==> src/rtl/gate_bist_pkg.sv <==
// rtl/gate_bist_pkg.sv - shared types, LFSR step and golden gate model for gate_bist
package gate_bist_pkg;

    typedef enum logic [2:0] {
        OP_AND, OP_OR, OP_XOR, OP_NAND, OP_NOR, OP_XNOR, OP_BUF, OP_NOT
    } op_e;

    typedef enum logic [1:0] {
        ST_IDLE, ST_APPLY, ST_SAMPLE, ST_DONE
    } state_e;

    localparam logic [31:0] LFSR_TAPS = 32'h8020_0003;

    function automatic logic [31:0] lfsr_step(input logic [31:0] s);
        return (s >> 1) ^ (s[0] ? LFSR_TAPS : 32'h0);
    endfunction

    // Operands are carried at the maximum legal width; callers truncate.
    function automatic logic [15:0] gate_golden(input op_e op, input logic [15:0] a,
                                                input logic [15:0] b);
        case (op)
            OP_AND:  return a & b;
            OP_OR:   return a | b;
            OP_XOR:  return a ^ b;
            OP_NAND: return ~(a & b);
            OP_NOR:  return ~(a | b);
            OP_XNOR: return ~(a ^ b);
            OP_BUF:  return a;
            default: return ~a;
        endcase
    endfunction

endpackage

==> src/rtl/gate_bist_lfsr32.sv <==
// rtl/gate_bist_lfsr32.sv - 32-bit Galois LFSR with synchronous seed load
module lfsr32
    import gate_bist_pkg::*;
#(
    parameter logic [31:0] RESET_VAL = 32'h0000_0001
) (
    input  logic        clk,
    input  logic        rst,
    input  logic        load,
    input  logic [31:0] seed,
    input  logic        step,
    output logic [31:0] q
);

    logic [31:0] r_state;

    always_ff @(posedge clk or posedge rst) begin
        if (rst) begin
            r_state <= RESET_VAL;
        end else if (load) begin
            r_state <= seed;
        end else if (step) begin
            r_state <= lfsr_step(r_state);
        end
    end

    assign q = r_state;

endmodule

==> src/rtl/gate_bist.sv <==
// rtl/gate_bist.sv - LFSR-driven self-test engine for one combinational gate function
module gate_bist
    import gate_bist_pkg::*;
#(
    parameter int          WIDTH       = 8,
    parameter int          NUM_VECTORS = 16,
    parameter logic [31:0] SEED        = 32'hACE1_0001
) (
    input  logic                                 clk,
    input  logic                                 rst,
    input  logic                                 start,
    input  logic [2:0]                           op,
    output logic [WIDTH-1:0]                     dut_a,
    output logic [WIDTH-1:0]                     dut_b,
    input  logic [WIDTH-1:0]                     dut_y,
    output logic                                 busy,
    output logic                                 done,
    output logic                                 pass,
    output logic [$clog2(NUM_VECTORS+1)-1:0]     err_count,
    output logic [$clog2(NUM_VECTORS+1)-1:0]     first_fail
);

    localparam int          CW       = $clog2(NUM_VECTORS + 1);
    localparam logic [31:0] SEED_EFF = (SEED == 32'h0) ? 32'h1 : SEED;
    localparam logic [CW-1:0] LAST   = CW'(NUM_VECTORS - 1);

    state_e           r_state;
    op_e              r_op;
    logic [WIDTH-1:0] r_dut_a, r_dut_b;
    logic             r_busy, r_done, r_pass;
    logic [CW-1:0]    r_err, r_ff, r_idx;

    logic [31:0]      w_lfsr_q;
    logic [WIDTH-1:0] w_gold;
    logic             w_mis;
    logic [CW-1:0]    w_err_nxt;
    logic             w_load, w_step;

    assign w_load = (r_state == ST_IDLE) && start;
    assign w_step = (r_state == ST_SAMPLE);

    lfsr32 #(.RESET_VAL(SEED_EFF)) u_lfsr (
        .clk  (clk),
        .rst  (rst),
        .load (w_load),
        .seed (SEED_EFF),
        .step (w_step),
        .q    (w_lfsr_q)
    );

    assign w_gold    = WIDTH'(gate_golden(r_op, 16'(r_dut_a), 16'(r_dut_b)));
    // Case-inequality so an undriven or X result bit is reported as a failure.
    assign w_mis     = (dut_y !== w_gold);
    assign w_err_nxt = r_err + CW'(w_mis);

    always_ff @(posedge clk or posedge rst) begin
        if (rst) begin
            r_state <= ST_IDLE;
            r_op    <= OP_AND;
            r_dut_a <= '0;
            r_dut_b <= '0;
            r_busy  <= 1'b0;
            r_done  <= 1'b0;
            r_pass  <= 1'b0;
            r_err   <= '0;
            r_ff    <= '1;
            r_idx   <= '0;
        end else begin
            r_done <= 1'b0;
            case (r_state)
                ST_IDLE: begin
                    if (start) begin
                        r_state <= ST_APPLY;
                        r_op    <= op_e'(op);
                        r_err   <= '0;
                        r_pass  <= 1'b0;
                        r_ff    <= '1;
                        r_idx   <= '0;
                        r_busy  <= 1'b1;
                        r_dut_a <= WIDTH'(SEED_EFF);
                        r_dut_b <= WIDTH'(SEED_EFF >> WIDTH);
                    end
                end
                ST_APPLY: r_state <= ST_SAMPLE;
                ST_SAMPLE: begin
                    r_err <= w_err_nxt;
                    if (w_mis && (r_ff == '1)) begin
                        r_ff <= r_idx;
                    end
                    if (r_idx == LAST) begin
                        r_state <= ST_DONE;
                        r_busy  <= 1'b0;
                        r_done  <= 1'b1;
                        r_pass  <= (w_err_nxt == '0);
                    end else begin
                        r_state <= ST_APPLY;
                        r_idx   <= r_idx + CW'(1);
                        r_dut_a <= WIDTH'(lfsr_step(w_lfsr_q));
                        r_dut_b <= WIDTH'(lfsr_step(w_lfsr_q) >> WIDTH);
                    end
                end
                default: r_state <= ST_IDLE;
            endcase
        end
    end

    assign dut_a      = r_dut_a;
    assign dut_b      = r_dut_b;
    assign busy       = r_busy;
    assign done       = r_done;
    assign pass       = r_pass;
    assign err_count  = r_err;
    assign first_fail = r_ff;

endmodule

==> config.mk <==
export PLATFORM = sky130hd
export DESIGN_NAME = gate_bist
export DESIGN_NICKNAME = d
export VERILOG_FILES = /design/src/rtl/gate_bist_pkg.sv /design/src/rtl/gate_bist_lfsr32.sv /design/src/rtl/gate_bist.sv
export SDC_FILE = /design/constraint.sdc
export NUM_CORES = 1
export LEC_CHECK = 0
export BUFFER_PORTS_ARGS = -buffer_cell sky130_fd_sc_hd__buf_2
export CORE_MARGIN = 5
export CORE_UTILIZATION = 50
export DETAILED_ROUTE_END_ITERATION = 10
export PLACE_DENSITY = 0.69
export RECOVER_POWER = 25
export SYNTH_ARGS = -nofsm -noshare
export SYNTH_HDL_FRONTEND = slang
export SYNTH_HIERARCHICAL = 1
export SYNTH_SLANG_ARGS = --single-unit
==> constraint.sdc <==
create_clock -name clk -period 6.3 [get_ports clk]
set_input_delay 0.315 -clock clk [delete_from_list [all_inputs] [get_ports clk]]
set_output_delay 0.315 -clock clk [all_outputs]
set_load 0.01 [all_outputs]
**Word-level counts from Yosys, hierarchy flattened**

Index checks and enable logic that the tools add are counted.

- Add/sub/neg operators: 2
- Equality and inequality tests: 15
- Mux-type cells: 28
- Bitwise gates (word level): 8
- Reductions and logical operators: 12

Operators by type and width:

| operator | number |
|---|---|
| two-way mux 32 bit | 3 |
| case mux 8 bit (7 select lines) | 1 |
| two-way mux 8 bit | 4 |
| NOT 8 bit | 4 |
| case mux 8 bit (2 select lines) | 2 |
| XOR 31 x 32 -> 32 bit | 1 |
| case mux 5 bit (2 select lines) | 3 |
| two-way mux 5 bit | 4 |
| == test 3 bit (second input constant) | 3 |
| AND reduction 3 bit | 3 |
| bitwise AND 8 bit | 1 |
| != test 2 bit (second input constant) | 4 |
| !== test 8 bit | 1 |
| OR 8 bit | 1 |
| XOR 8 bit | 1 |
| == test 3 x 2 -> 1 bit (second input constant) | 2 |
| two-way mux 1 bit | 6 |
| case mux 2 bit (3 select lines) | 1 |
| adder 5 x 1 -> 5 bit | 1 |
| adder 5 x 1 -> 5 bit (second input constant) | 1 |
| == test 5 x 4 -> 1 bit (second input constant) | 1 |
| == test 5 bit (second input constant) | 1 |
| zero test 5 bit | 1 |
| two-way mux 2 bit | 2 |
| other kinds (9) | 13 |

- Register bits: 71
- Input port bits: 14
- Word-level logic and storage cells: 76

**Depth between registers and ports, before layout**

- Depth in word-level cells: 8
- Mapped depth: 15
- Mapped depth without buffers: 14

**Hierarchy**

Netlist, hierarchy kept.

Modules (own cells, without submodules):

| module | times used | cells an instance | area each (um^2) | seq. area each (um^2) |
|---|---|---|---|---|
| gate_bist | 1 | 283 | 2661.3 | 982.2 |
| lfsr32 | 1 | 144 | 1544.0 | 812.0 |

**Worst setup path before layout**

No wires, ideal clock.

- Path kind: register to register
- Start: reg r_dut_a[0], in the netlist dut_a[0]
- End: reg r_pass, in the netlist pass
- Setup time: 0.064 ns
- Data arrival time: 3.798 ns
- Data required time: 6.236 ns
- Setup slack: 2.438 ns
- Stages on the path, launching flop included: 14
- Path buffers: 0
- Clock period less this slack: 3.862 ns
- Cells stage by stage: dfrtp_1 -> inv_1 -> ha_1 -> mux2_2 -> mux4_2 -> xnor2_1 -> a2111oi_2 -> nand3b_2 -> or4_1 -> ha_1 -> ha_1 -> or4_1 -> nor3_1 -> a21o_1

- Cells in the longest elaborated chain, start to end: 8

Ends and longest elaborated chain:

| what | line | RTL |
|---|---|---|
| start: declaration | gate_bist.sv:29 | `logic [WIDTH-1:0] r_dut_a, r_dut_b;` |
| start signal: assignment | gate_bist.sv:80 | `r_dut_a <= WIDTH'(SEED_EFF);` |
| start signal: assignment | gate_bist.sv:98 | `r_dut_a <= WIDTH'(lfsr_step(w_lfsr_q));` |
| XOR 8 bit (tied with other cells) | gate_bist_pkg.sv:24, gate_bist_pkg.sv:27 |  |
| NOT 8 bit (on tied branches) | gate_bist_pkg.sv:27, gate_bist_pkg.sv:25, gate_bist_pkg.sv:26 |  |
| case mux 8 bit (7 select lines) * | gate_bist_pkg.sv:21 | `case (op)` |
| !== test 8 bit * | gate_bist.sv:53 | `assign w_mis = (dut_y !== w_gold);` |
| adder 5 x 1 -> 5 bit * | gate_bist.sv:54 | `assign w_err_nxt = r_err + CW'(w_mis);` |
| zero test 5 bit * | gate_bist.sv:94 | `r_pass <= (w_err_nxt == '0);` |
| two-way mux 1 bit * | gate_bist.sv:90 | `if (r_idx == LAST) begin` |
| case mux 1 bit (2 select lines) * | gate_bist.sv:70 | `case (r_state)` |
| end signal: assignment | gate_bist.sv:94 |  |
| end: declaration | gate_bist.sv:30 | `logic r_busy, r_done, r_pass;` |

Every way passes the cells marked *; elsewhere a longest branch is shown, timed or not. The select of a mux whose other input is x is not followed.
A chain may end at the register's enable or synchronous reset.

**Final worst setup path**

- Start: reg r_op[2]
- End: reg r_pass, in the netlist pass

- Cells in the longest elaborated chain, start to end: 7

Ends and longest elaborated chain:

| what | line | RTL |
|---|---|---|
| start: declaration | gate_bist.sv:28 | `op_e r_op;` |
| start signal: assignment | gate_bist.sv:74 | `r_op <= op_e'(op);` |
| == test 3 bit (tied with other cells) | gate_bist_pkg.sv:21 |  |
| case mux 8 bit (7 select lines) * | gate_bist_pkg.sv:21 |  |
| !== test 8 bit * | gate_bist.sv:53 |  |
| adder 5 x 1 -> 5 bit * | gate_bist.sv:54 |  |
| zero test 5 bit * | gate_bist.sv:94 |  |
| two-way mux 1 bit * | gate_bist.sv:90 |  |
| case mux 1 bit (2 select lines) * | gate_bist.sv:70 |  |

Marked as above.

==> flow_summary.json <==
{
  "num_rows": 33,
  "fin_tns_setup_ps": 0,
  "wl_um": 8370,
  "cts_buffers": 9,
  "drc_errors": 0,
  "max_freq_mhz": 230,
  "synth-edff-count": 0,
  "grtUsageTotal": 0.175,
  "first_pass_iters": 6,
  "detail-route-antenna-nets": 0,
  "synth_area_leaders": "dfrtp_1 34%, mux2i_1 10%, dfstp_2 8.7%",
  "postCtsHoldBufs": 0,
  "power.leakage_nw": 2.12,
  "grt_pass1_vias": 2997,
  "cts_buffer_depth": 2,
  "vias": 3169,
  "crit_buf_inv": 0,
  "grt-ovfl-total": 0,
  "async_flop_share": 1.00,
  "drt-initial-drc-count": 109,
  "grt.met2_usage": 0.258,
  "synth_top_cell_area_share": 0.339,
  "crit_fanout": 20,
  "gp_congestion": 0.852,
  "cts_tree": "yes",
  "fin_cells": 600,
  "root_buffer": "clkbuf_8",
  "synth_top_area_cell": "dfrtp_1",
  "htree_num_levels": 3,
  "setup-violations-final": 0,
  "worst_path_max_delay_cell": "dfrtp_1",
  "dp_cells": 584,
  "diodes": 0,
  "top_usage_layer": "met2",
  "use_met3": 0.0262,
  "end_kind": "flip-flop",
  "vdd_drop_max_uv": 182,
  "min_period_ps": 4340,
  "antenna_found_initial": 0,
  "grt_start_max_net_pins": 68,
  "fin_skew_ps": 16.9,
  "yosysMostFrequentCell": "dfrtp_1",
  "met1_usage": 0.258,
  "core_area_um2": 8220,
  "crit_path_start": "r_op[2]",
  "wl_per_cell_um": 13.9,
  "clock_sinks": 71,
  "cp_top_family": "simple AND/OR/NAND/NOR gates",
  "syn_avg_cell_area_um2": 9.85,
  "rr_startpoint": "r_op[2]",
  "critPathMaxStageDelay_ps": 870,
  "clk_pin_slew_worst_paths_ps": 90,
  "required_ps": 6600,
  "drive_gt1_frac": 0.190,
  "yosys-top-cells-count": "57 x dfrtp_1, 49 x nand2_1, 42 x mux2i_1",
  "syn2layout_area_growth_pct": 13.3,
  "final_hold_viol_count": 0,
  "status": "finished with violations",
  "syn_area_um2": 4210,
  "yosysSeqAreaShare": 0.427,
  "die_h_um": 102,
  "hp-class": "input pin to flip-flop",
  "final_util": 0.580,
  "start_kind": "flip-flop",
  "timing_worst_setup_path_type": "flip-flop to flip-flop",
  "die_w_um": 102,
  "maxCapViolCount": 2,
  "synth_cell_type_count": 49,
  "holdWs_ps": 169,
  "p_per_area_nw_per_um2": 503,
  "failed_checks": "capacitance limit, slew limit",
  "portBuffers": 42,
  "nets": 524,
  "ctsResizeCount": 0,
  "fin_crit_sh": 0.689,
  "ys_seq_elements": 71,
  "yosys_warnings": 6,
  "max-slew-margin-rel": -0.443,
  "dieArea_um2": 10300,
  "cts_setup_buffers": 0,
  "grt_pass1_wl_um": 14400,
  "min_from": "op[0]",
  "dpl.hpwl_um": 5800,
  "worst_slew_pin_slew_ps": 2170,
  "vias_per_cell": 5.28,
  "worst_skew_pair.late_latency_ps": 350,
  "initial_core_util": 0.512,
  "ys.flop_type": "dfrtp_1",
  "rsz0062_at_grt": "false",
  "arrival_ps": 4640,
  "ioPinCount": 43,
  "cp_cell_sequence": "mux2_2, mux4_2, xnor2_1, a2111oi_2, nand3b_2, or4_1, ha_1, ha_1, xor2_1, or4_1, nor3_1, a21o_1",
  "nFillCells": 701,
  "synth_cells": 427,
  "maxSlewViolCount": 73
}
metrics by stage:
stage | area, µm² | setup WS (ps) | total power (W)
after floorplan | 4320 | 2440 | 0.00174
after global placement | 4540 | 2110 | 0.00194
after detailed placement | 4540 | 1980 | 0.00199
after CTS | 4770 | 1960 | 0.00241
after global routing | 4760 | 1810 | 0.00260
final | 4760 | 1960 | 0.00240
flip-flops by register name (all words and copies together), names as in the netlist, 2 cells and up:
register and cells:
dut_a 8, first_fail 5, u_lfsr/q 32, err_count 5, r_state 2, r_op 3, dut_b 8, r_idx 5
path summary, 6_finish.rpt:
check / slack (ps) / cells after the start / end
worst max-delay path: 1960 / 12 / pass
worst min-delay path: 170 / 3 / r_op[0]
worst max register to register: 1960 / 12 / pass
worst min register to register: 490 / 1 / busy
max in group asynchronous: 4310 / 3 / dut_a[6]
min in group asynchronous: 540 / 3 / u_lfsr/q[7]
cells by family after synthesis:
kind of cell | share of synthesized area
AOI/OAI and AO/OA | 0.144
and+or+nand+nor | 0.130
xor gates and xnor gates | 0.0292
DFF | 0.427
adders and majority gates | 0.0595
muxes | 0.145
buffers and inverters | 0.0631
other | 0.00179
worst register-to-register path: cells and delay by family, from the launching register on:
kind | cells | cell delay (ps)
and+or+nand+nor | 4 | 1210
DFF | 1 | 870
muxes | 2 | 870
AOI/OAI and AO/OA | 2 | 530
adders and majority gates | 2 | 500
xor gates and xnor gates | 2 | 310
report_power, final:
part	total, W	internal [W]	switching (W)
Sequential	0.000894	0.000677	0.000217
Clock	0.000418	0.000236	0.000182
Combinational	0.00108	0.000514	0.000570
metal layers:
metal / vias up / part of all wire
met2: 55 / 0.46
met5: - / 0
met4: 0 / 0.017
met3: 16 / 0.031
met1: 1490 / 0.49
li1: 1608 / -
layout make-up:
class	count	area (µm²)	area share
clock buffers	10	138	0.0289
well taps	105	131	0.0276
inverters	25	93.8	0.0197
multi-input cells	335	2270	0.476
repair buffers	48	246	0.0517
flip-flops and latches	71	1790	0.377
clock inverters	6	92.6	0.0194
placed cells by master, fill, tap and decap left out, types with 8 or more instances in the layout:
| cell type | n |
|---|---|
| nand2_1 | 49 |
| mux2i_1 | 42 |
| nand3_1 | 20 |
| a21oi_1 | 9 |
| clkbuf_8 | 10 |
| o21ai_1 | 29 |
| conb_1 | 32 |
| xnor2_1 | 8 |
| mux2_2 | 9 |
| inv_1 | 23 |
| ha_1 | 20 |
| dfrtp_1 | 57 |
| dfstp_2 | 14 |
| buf_2 | 41 |
| o21ai_0 | 31 |
Power figures use the tool's default switching activity.
